File: src/rtl/mem_io_bridge.sv
// Multi-cycle load/store bridge from the CPU to data memory or memory-mapped IO channels.
// The CPU is stalled until the selected target completes. Errors are reported on bus_err.
module mem_io_bridge #(
    parameter int unsigned       DATA_W    = 32,
    parameter int unsigned       IO_W      = 16,
    parameter int unsigned       IO_CH     = 4,
    parameter logic [DATA_W-1:0] IO_BASE   = 32'hFFFF_FC00,
    parameter int unsigned       IO_STRIDE = 16,
    parameter int unsigned       MEM_LAT   = 2,
    parameter int unsigned       TIMEOUT   = 255,
    parameter bit                SIGN_EXT  = 1'b1
) (
    input  logic                  clk,
    input  logic                  rst,
    input  logic                  mRead,
    input  logic                  mWrite,
    input  logic [DATA_W-1:0]     addr_in,
    input  logic [DATA_W-1:0]     r_rdata,
    output logic [DATA_W-1:0]     r_wdata,
    output logic                  stall,
    output logic                  bus_err,
    output logic [DATA_W-1:0]     mem_addr,
    output logic [DATA_W-1:0]     mem_wdata,
    output logic                  mem_re,
    output logic                  mem_we,
    input  logic [DATA_W-1:0]     mem_rdata,
    output logic [IO_CH-1:0]      io_sel,
    output logic                  io_re,
    output logic                  io_we,
    output logic [IO_W-1:0]       io_wdata,
    input  logic [IO_CH*IO_W-1:0] io_rdata,
    input  logic [IO_CH-1:0]      io_ready
);

    localparam int unsigned ChW      = (IO_CH > 1) ? $clog2(IO_CH) : 1;
    localparam int unsigned CntMax   = (TIMEOUT > MEM_LAT) ? TIMEOUT : MEM_LAT;
    localparam int unsigned CntW     = $clog2(CntMax + 1);
    localparam int unsigned StrideSh = $clog2(IO_STRIDE);

    typedef enum logic [1:0] {StIdle, StMemWait, StIoWait, StDone} state_e;

    state_e              state_q, state_d;
    logic [CntW-1:0]     cnt_q, cnt_d;
    logic [DATA_W-1:0]   addr_q, addr_d;
    logic [DATA_W-1:0]   wdata_q, wdata_d;
    logic [ChW-1:0]      ch_q, ch_d;
    logic                is_rd_q, is_rd_d;
    logic [IO_CH-1:0]    io_sel_q, io_sel_d;
    logic                io_re_q, io_re_d;
    logic                io_we_q, io_we_d;
    logic [DATA_W-1:0]   r_wdata_q, r_wdata_d;
    logic                bus_err_q, bus_err_d;

    logic                req;
    logic                idle_live;
    logic                in_io;
    logic                io_mapped;
    logic [DATA_W-1:0]   io_offset;
    logic [DATA_W-1:0]   ch_full;
    logic [IO_W-1:0]     io_word;
    logic [DATA_W-1:0]   io_ext;

    // Address decode of the request currently presented by the CPU.
    always_comb begin
        req       = mRead | mWrite;
        idle_live = (state_q == StIdle) & ~rst;
        in_io     = (addr_in >= IO_BASE);
        io_offset = addr_in - IO_BASE;
        ch_full   = io_offset >> StrideSh;
        io_mapped = in_io & (ch_full < DATA_W'(IO_CH));
    end

    always_comb begin
        io_word = io_rdata[ch_q*IO_W +: IO_W];
        if (SIGN_EXT) begin
            io_ext = DATA_W'($signed(io_word));
        end else begin
            io_ext = DATA_W'(io_word);
        end
    end

    // Memory strobes belong to the accepting cycle, so they are decoded directly;
    // gating with rst makes them drop as soon as reset asserts.
    always_comb begin
        stall     = ~rst & req & (state_q != StDone);
        mem_re    = idle_live & req & ~mWrite & ~in_io;
        mem_we    = idle_live & mWrite & ~in_io;
        mem_addr  = idle_live ? addr_in : addr_q;
        mem_wdata = idle_live ? r_rdata : wdata_q;
        io_sel    = io_sel_q;
        io_re     = io_re_q;
        io_we     = io_we_q;
        io_wdata  = wdata_q[IO_W-1:0];
        r_wdata   = r_wdata_q;
        bus_err   = bus_err_q;
    end

    always_comb begin
        state_d   = state_q;
        cnt_d     = cnt_q;
        addr_d    = addr_q;
        wdata_d   = wdata_q;
        ch_d      = ch_q;
        is_rd_d   = is_rd_q;
        io_sel_d  = io_sel_q;
        io_re_d   = io_re_q;
        io_we_d   = io_we_q;
        r_wdata_d = r_wdata_q;
        bus_err_d = bus_err_q;

        unique case (state_q)
            StIdle: begin
                if (req) begin
                    addr_d    = addr_in;
                    wdata_d   = r_rdata;
                    is_rd_d   = ~mWrite;
                    ch_d      = ch_full[ChW-1:0];
                    bus_err_d = 1'b0;
                    if (!in_io) begin
                        if (mWrite) begin
                            state_d = StDone;
                        end else begin
                            cnt_d   = CntW'(MEM_LAT - 1);
                            state_d = StMemWait;
                        end
                    end else if (io_mapped) begin
                        cnt_d    = CntW'(TIMEOUT - 1);
                        io_sel_d = IO_CH'(1) << ch_full[ChW-1:0];
                        io_re_d  = ~mWrite;
                        io_we_d  = mWrite;
                        state_d  = StIoWait;
                    end else begin
                        bus_err_d = 1'b1;
                        if (!mWrite) begin
                            r_wdata_d = '0;
                        end
                        state_d = StDone;
                    end
                end
            end
            StMemWait: begin
                if (cnt_q == '0) begin
                    r_wdata_d = mem_rdata;
                    state_d   = StDone;
                end else begin
                    cnt_d = cnt_q - 1'b1;
                end
            end
            StIoWait: begin
                // Ready wins over timeout, so a ready on the last counted cycle succeeds.
                if (io_ready[ch_q]) begin
                    io_sel_d = '0;
                    io_re_d  = 1'b0;
                    io_we_d  = 1'b0;
                    if (is_rd_q) begin
                        r_wdata_d = io_ext;
                    end
                    state_d = StDone;
                end else if (cnt_q == '0) begin
                    io_sel_d  = '0;
                    io_re_d   = 1'b0;
                    io_we_d   = 1'b0;
                    bus_err_d = 1'b1;
                    if (is_rd_q) begin
                        r_wdata_d = '0;
                    end
                    state_d = StDone;
                end else begin
                    cnt_d = cnt_q - 1'b1;
                end
            end
            StDone: begin
                state_d = StIdle;
            end
            default: begin
                state_d = StIdle;
            end
        endcase
    end

    always_ff @(posedge clk or posedge rst) begin
        if (rst) begin
            state_q   <= StIdle;
            cnt_q     <= '0;
            addr_q    <= '0;
            wdata_q   <= '0;
            ch_q      <= '0;
            is_rd_q   <= 1'b0;
            io_sel_q  <= '0;
            io_re_q   <= 1'b0;
            io_we_q   <= 1'b0;
            r_wdata_q <= '0;
            bus_err_q <= 1'b0;
        end else begin
            state_q   <= state_d;
            cnt_q     <= cnt_d;
            addr_q    <= addr_d;
            wdata_q   <= wdata_d;
            ch_q      <= ch_d;
            is_rd_q   <= is_rd_d;
            io_sel_q  <= io_sel_d;
            io_re_q   <= io_re_d;
            io_we_q   <= io_we_d;
            r_wdata_q <= r_wdata_d;
            bus_err_q <= bus_err_d;
        end
    end

endmodule

File: config.mk
export PLATFORM = sky130hd
export DESIGN_NAME = mem_io_bridge
export DESIGN_NICKNAME = d
export VERILOG_FILES = /design/src/rtl/mem_io_bridge.sv
export SDC_FILE = /design/constraint.sdc
export NUM_CORES = 1
export LEC_CHECK = 0
export CELL_PAD_IN_SITES_DETAIL_PLACEMENT = 1
export CELL_PAD_IN_SITES_GLOBAL_PLACEMENT = 2
export CORE_UTILIZATION = 26
export DETAILED_ROUTE_END_ITERATION = 8
export GPL_TIMING_DRIVEN = 1
export PLACE_DENSITY_LB_ADDON = 0.1
export SYNTH_ARGS = -nofsm -noshare
export SYNTH_HDL_FRONTEND = slang
export SYNTH_SLANG_ARGS = --single-unit
File: constraint.sdc
create_clock -name clk -period 5.23 [get_ports clk]
set_clock_uncertainty 0.1 [all_clocks]
set_input_delay 1.3075 -clock clk [delete_from_list [all_inputs] [get_ports clk]]
set_output_delay 1.3075 -clock clk [all_outputs]
set_load 0.005 [all_outputs]
### After elaboration in Yosys (flattened, before gate mapping)

Index checks and enable logic that the tools add are counted.

| storage, ports and cells | value |
|---|---|
| register bits after elaboration | 116 |
| bits in latches | 0 |
| memory bits (writable) | 0 |
| ROM bits | 0 |
| input port bits | 168 |
| output and inout bits | 122 |
| logic and storage cells | 107 |
| memories kept | 0 |

| operators by class | value |
|---|---|
| $add $sub $neg | 2 |
| $mul | 0 |
| divide/modulo/power cells | 0 |
| $lt $le $gt $ge | 3 |
| equality and inequality tests | 17 |
| shift-type cells | 2 |
| mux-type cells | 50 |
| bitwise gates (word level) | 13 |
| reductions and logical operators | 9 |

Operators with widths:

| kind | number |
|---|---|
| 2-to-1 mux 32 bit | 11 |
| one-hot mux 32 bit (3 select lines) | 1 |
| variable part select 64 x 7 -> 16 bit | 1 |
| 2-to-1 mux 8 bit | 6 |
| greater-or-equal comparator 32 bit (second input constant) | 1 |
| subtractor 32 bit (second input constant) | 1 |
| less-than comparator 28 x 3 -> 1 bit (second input constant) | 1 |
| one-hot mux 8 bit (3 select lines) | 1 |
| 2-to-1 mux 4 bit | 5 |
| inequality test 2 bit (second input constant) | 9 |
| 2-to-1 mux 1 bit | 15 |
| inequality test 3 bit (second input constant) | 5 |
| 2-to-1 mux 2 bit | 5 |
| AND reduction 5 bit | 2 |
| AND 1 bit | 9 |
| AND reduction 9 bit | 1 |
| zero test 8 bit | 1 |
| one-hot mux 2 bit (4 select lines) | 1 |
| one-hot mux 4 bit (2 select lines) | 1 |
| subtractor 8 x 1 -> 8 bit (second input constant) | 1 |
| one-hot mux 1 bit (2 select lines) | 3 |
| == test 2 bit (second input constant) | 2 |
| AND reduction 4 bit | 1 |
| << shifter 1 x 2 -> 4 bit (first input constant) | 1 |
| other kinds (9) | 11 |

### Longest topological paths before layout

| depth | value |
|---|---|
| word-level depth | 7 |
| mapped depth | 10 |
| mapped depth without buffers | 8 |

### Worst setup path before layout

OpenSTA, ideal clock, no wires.

| path | value |
|---|---|
| path kind | in2out |
| start point | input rst |
| end point | output mem_addr[13] |
| data arrival time | 2.454 ns |
| data required time | 3.823 ns |
| slack | 1.368 ns |
| cell stages on the path | 4 |
| path buffers | 2 |
| path through | nor2_1 -> clkbuf_1 -> clkbuf_1 -> mux2_2 |

| between the ends | value |
|---|---|
| word-level cells in the longest chain between the ends | 3 |

Ends and longest elaborated chain:

| item | line | source |
|---|---|---|
| start, declared | 14 | `input logic rst,` |
| NOT 1 bit | 66 | `idle_live = (state_q == StIdle) & ~rst;` |
| AND 1 bit | 66 |  |
| 2-to-1 mux 32 bit | 88 | `mem_addr = idle_live ? addr_in : addr_q;` |
| end, declared | 22 | `output logic [DATA_W-1:0] mem_addr,` |

No other way between the ends.

### Worst setup path in the final report

| path | value |
|---|---|
| start point | input addr_in[16] |
| end point | output mem_we |

| between the ends | value |
|---|---|
| word-level cells in the longest chain between the ends | 3 |

Ends and longest elaborated chain:

| item | line | source |
|---|---|---|
| start, declared | 17 | `input logic [DATA_W-1:0] addr_in,` |
| greater-or-equal comparator 32 bit | 67 | `in_io = (addr_in >= IO_BASE);` |
| NOT 1 bit | 87 | `mem_we = idle_live & mWrite & ~in_io;` |
| AND 1 bit | 87 |  |
| end, declared | 25 | `output logic mem_we,` |

No other way between the ends.

==> run_results.csv <==
group,metric,value,unit
sta,timing.hold.ws,0.405,ns
status,outcome,"finished, final reports clean",
cells_and_area,multi_input_comb_area,4260,um^2
cells_and_area,stdcell_area,11300,um^2
sta,max_slew_violation_count,0,
global_routing,grt_antenna_before_repair,0,
route,drcViolationCount,0,
place,detailed_place_hpwl,20600,um
route,route.antenna.remaining_nets,0,
yosys,synth.cell_area,7560,um^2
die,design.die.area,29800,um^2
cells_and_area,final_core_util,39.6,%
die,initial_core_utilization,26.4,%
critical_path,crit_path_cell_trace,"clkdlybuf4s50_1 > nand4_1 > nor3_1 > nand2_1 > nand2_1 > nor2_1 > clkdlybuf4s50_1",
critical_path,timing.critical_path.max_delay_family,"buffers and inverters",
route,routed-via-count,7181,
clock_tree,cts_tree,"done",
global_routing,grt.overflow.total,0,
power,leakage_power_summed_over_all_cells,0.00447,uW
global_routing,grt_first_pass_wirelength,46400,um
critical_path,crit_slowest_cell,"clkdlybuf4s50_1",
clock_tree,h-tree-depth,4,
cells_and_area,antenna_cells_inserted,0,
critical_path,worst-path-buf-inv,2,
clock_tree,cts_resized,0,
cells_and_area,regArea,2850,um^2
place,port_buffers,289,
sta,finalSetupTns,0,ns
sta,slew_headroom,29.4,%
run,max_cap_viol_count,0,
die,pin_count,290,
clock_tree,clock-root-buffer,"clkbuf_16",
yosys,ys_ff_latch,114,
route,route.detailed.vias_per_inst,5.13,
yosys,synth_nets,931,
place,place_congestion,0.751,
yosys,synth.yosys.seq_area_share,37.7,%
sta,timing.final.crit_period,4.68,ns
yosys,postSynth.asyncResetShare,100,%
yosys,most_frequently_used_flop_master_after_synthesis,"dfrtp_1",
cells_and_area,commonest_non_fill_non_tap_cell_in_the_layout,"clkdlybuf4s50_1",
critical_path,startpoint_types,"input pin",
global_routing,first_global_vias,7662,
power,power_density,578,nW/um^2
sta,layout_setup_ws,0.548,ns
yosys,post_synth_inst_count,756,
sta,timing.final.setup_violations,0,
sta,grt_setup_unrepaired,"false",
cells_and_area,fin_nets,1177,
cells_and_area,layout-area-overhead-vs-synth,50.0,%
cells_and_area,drive_gt1_share,20.8,%
route,detailedRoute.firstPassIterationCount,4,
power,irDropWorstVdd,0.243,mV
critical_path,worst_setup_path_end_kind,"output port",
sta,finalHoldViolations,0,
yosys,ys.warnings.count,0,
critical_path,crit_path_max_incr_delay,0.57,ns
cells_and_area,mostFrequentLayoutCells,"289 x clkdlybuf4s50_1, 126 x mux2_2, 114 x dfrtp_1",
global_routing,grt_max_degree,81,
clock_tree,tritoncts.num_buffers,17,
route,detail_route.iter0.violations,325,
hold_path,class_of_the_worst_hold_path,"reg2reg",
sta,final_min_period_over_clock_period,89.5,%
yosys,synth_cell_types,61,
yosys,synth-edff-count,0,
yosys,post_synth.cell_area_avg,10.0,um^2
die,die_w,173,um
sta,clock.fmax,214,MHz
clock_tree,clkSlewWorstSetupHoldPaths,0.06,ns
global_routing,groute.usage.overall,19.8,%
clock_tree,clock_tree.buffer_depth,2,
clock_tree,holdBufCountCts,0,
sta,worst_pin_slew,1.05,ns
die,die-height,173,um
route,routed_wl,29400,um
clock_tree,clock-sinks,114,
route,routedWlPerCell,21.0,um
place,detailed_place.area,10700,um^2
clock_tree,worst_skew_pair.late_latency,0.41,ns
cells_and_area,layout.filler_cells,3148,
place,post-place-ws,0.569,ns
critical_path,critical_path_class,"in2out",
critical_path,critical_path_arrival,3.27,ns
die,core_area,28600,um^2
die,num_rows,62,
clock_tree,cts_post_setup_buffers_inserted,0,
critical_path,worst_ep_required_time,3.82,ns
critical_path,critPathMaxFanout,5,
-- final timing paths --
check,from,to,slack [ns],depth (start not counted)
min in group asynchronous,rst,addr_q[28]$_DFFE_PP0P_,1.36,2
setup reg to reg,state_q[0]$_DFFE_PP0N_,r_wdata[13]$_DFFE_PP0P_,1.98,8
hold reg to reg,addr_q[18]$_DFFE_PP0P_,addr_q[18]$_DFFE_PP0P_,0.40,1
hold / removal,addr_q[18]$_DFFE_PP0P_,addr_q[18]$_DFFE_PP0P_,0.40,1
max in group asynchronous,rst,wdata_q[28]$_DFFE_PP0P_,2.83,3
setup / recovery,addr_in[16],mem_we,0.55,7
-- final cells by class --
type | count | share of cell area [%]
clock buffers | 17 | 3.75
clock inverters | 15 | 1.64
inverters | 14 | 0.485
multi-input cells | 547 | 37.5
flip-flops and latches | 114 | 25.1
well taps | 384 | 4.24
repair buffers | 308 | 27.2
-- worst reg2reg max path: cells and delay by family, from the launching register on --
kind                     cells  cell delay [ns]
AND/OR/NAND/NOR              2             0.15
adder cells (fa/ha/maj)      1             0.18
flip-flops                   1             0.44
AO/OA/AOI/OAI                2             1.22
buffers and inverters        3             1.03
-- cells in the mapped netlist, types with 17 or more instances --
cell type | instances | share of area [%]
mux2_2 | 126 | 19
dfrtp_1 | 114 | 38
nand3_1 | 103 | 6.8
clkbuf_1 | 46 | 2.3
and3_1 | 38 | 3.1
nand2_1 | 36 | 1.8
a21oi_1 | 33 | 2.2
nor2_1 | 33 | 1.6
a221oi_1 | 32 | 3.7
buf_4 | 20 | 2.0
o21ai_0 | 20 | 1.3
mux4_2 | 17 | 5.1
-- kinds of logic after synthesis --
kind of cell,Yosys count,synth area share (%)
xor+xnor,2,0.232
buf+inv,95,6.11
mux,144,24.0
flops,114,37.7
fa+ha+maj,7,1.16
compound gates,147,14.2
simple gates,247,16.6
-- per-stage QoR --
| stage | std cells | power [uW] |
|---|---|---|
| after floorplan | 756 | 3730 |
| after global placement | 1367 | 5360 |
| after detailed placement | 1367 | 5350 |
| after CTS | 1399 | 6650 |
| after global routing | 1399 | 7010 |
| final | 1399 | 6550 |
-- sequential cells by signal, indices dropped and copies added, names as in the netlist --
register  flops
wdata_q      32
cnt_q         8
bus_err       1
addr_q       32
io_sel        4
io_we         1
is_rd_q       1
io_re         1
r_wdata      32
state_q       2
-- report_power, final --
group	internal (uW)	switching, uW	total [uW]
clock network	727	515	1240
logic	2030	1730	3760
registers	1280	275	1550
-- layer usage --
| layer | GRT usage (%) | share of wire (%) |
|---|---|---|
| met1 | 26.2 | 45 |
| met2 | 31.7 | 46 |
| met3 | 6.05 | 7.3 |
| met4 | 4.28 | 0.93 |
| met5 | 0 | 0 |
No activity file was read; power rests on OpenSTA's default activity.
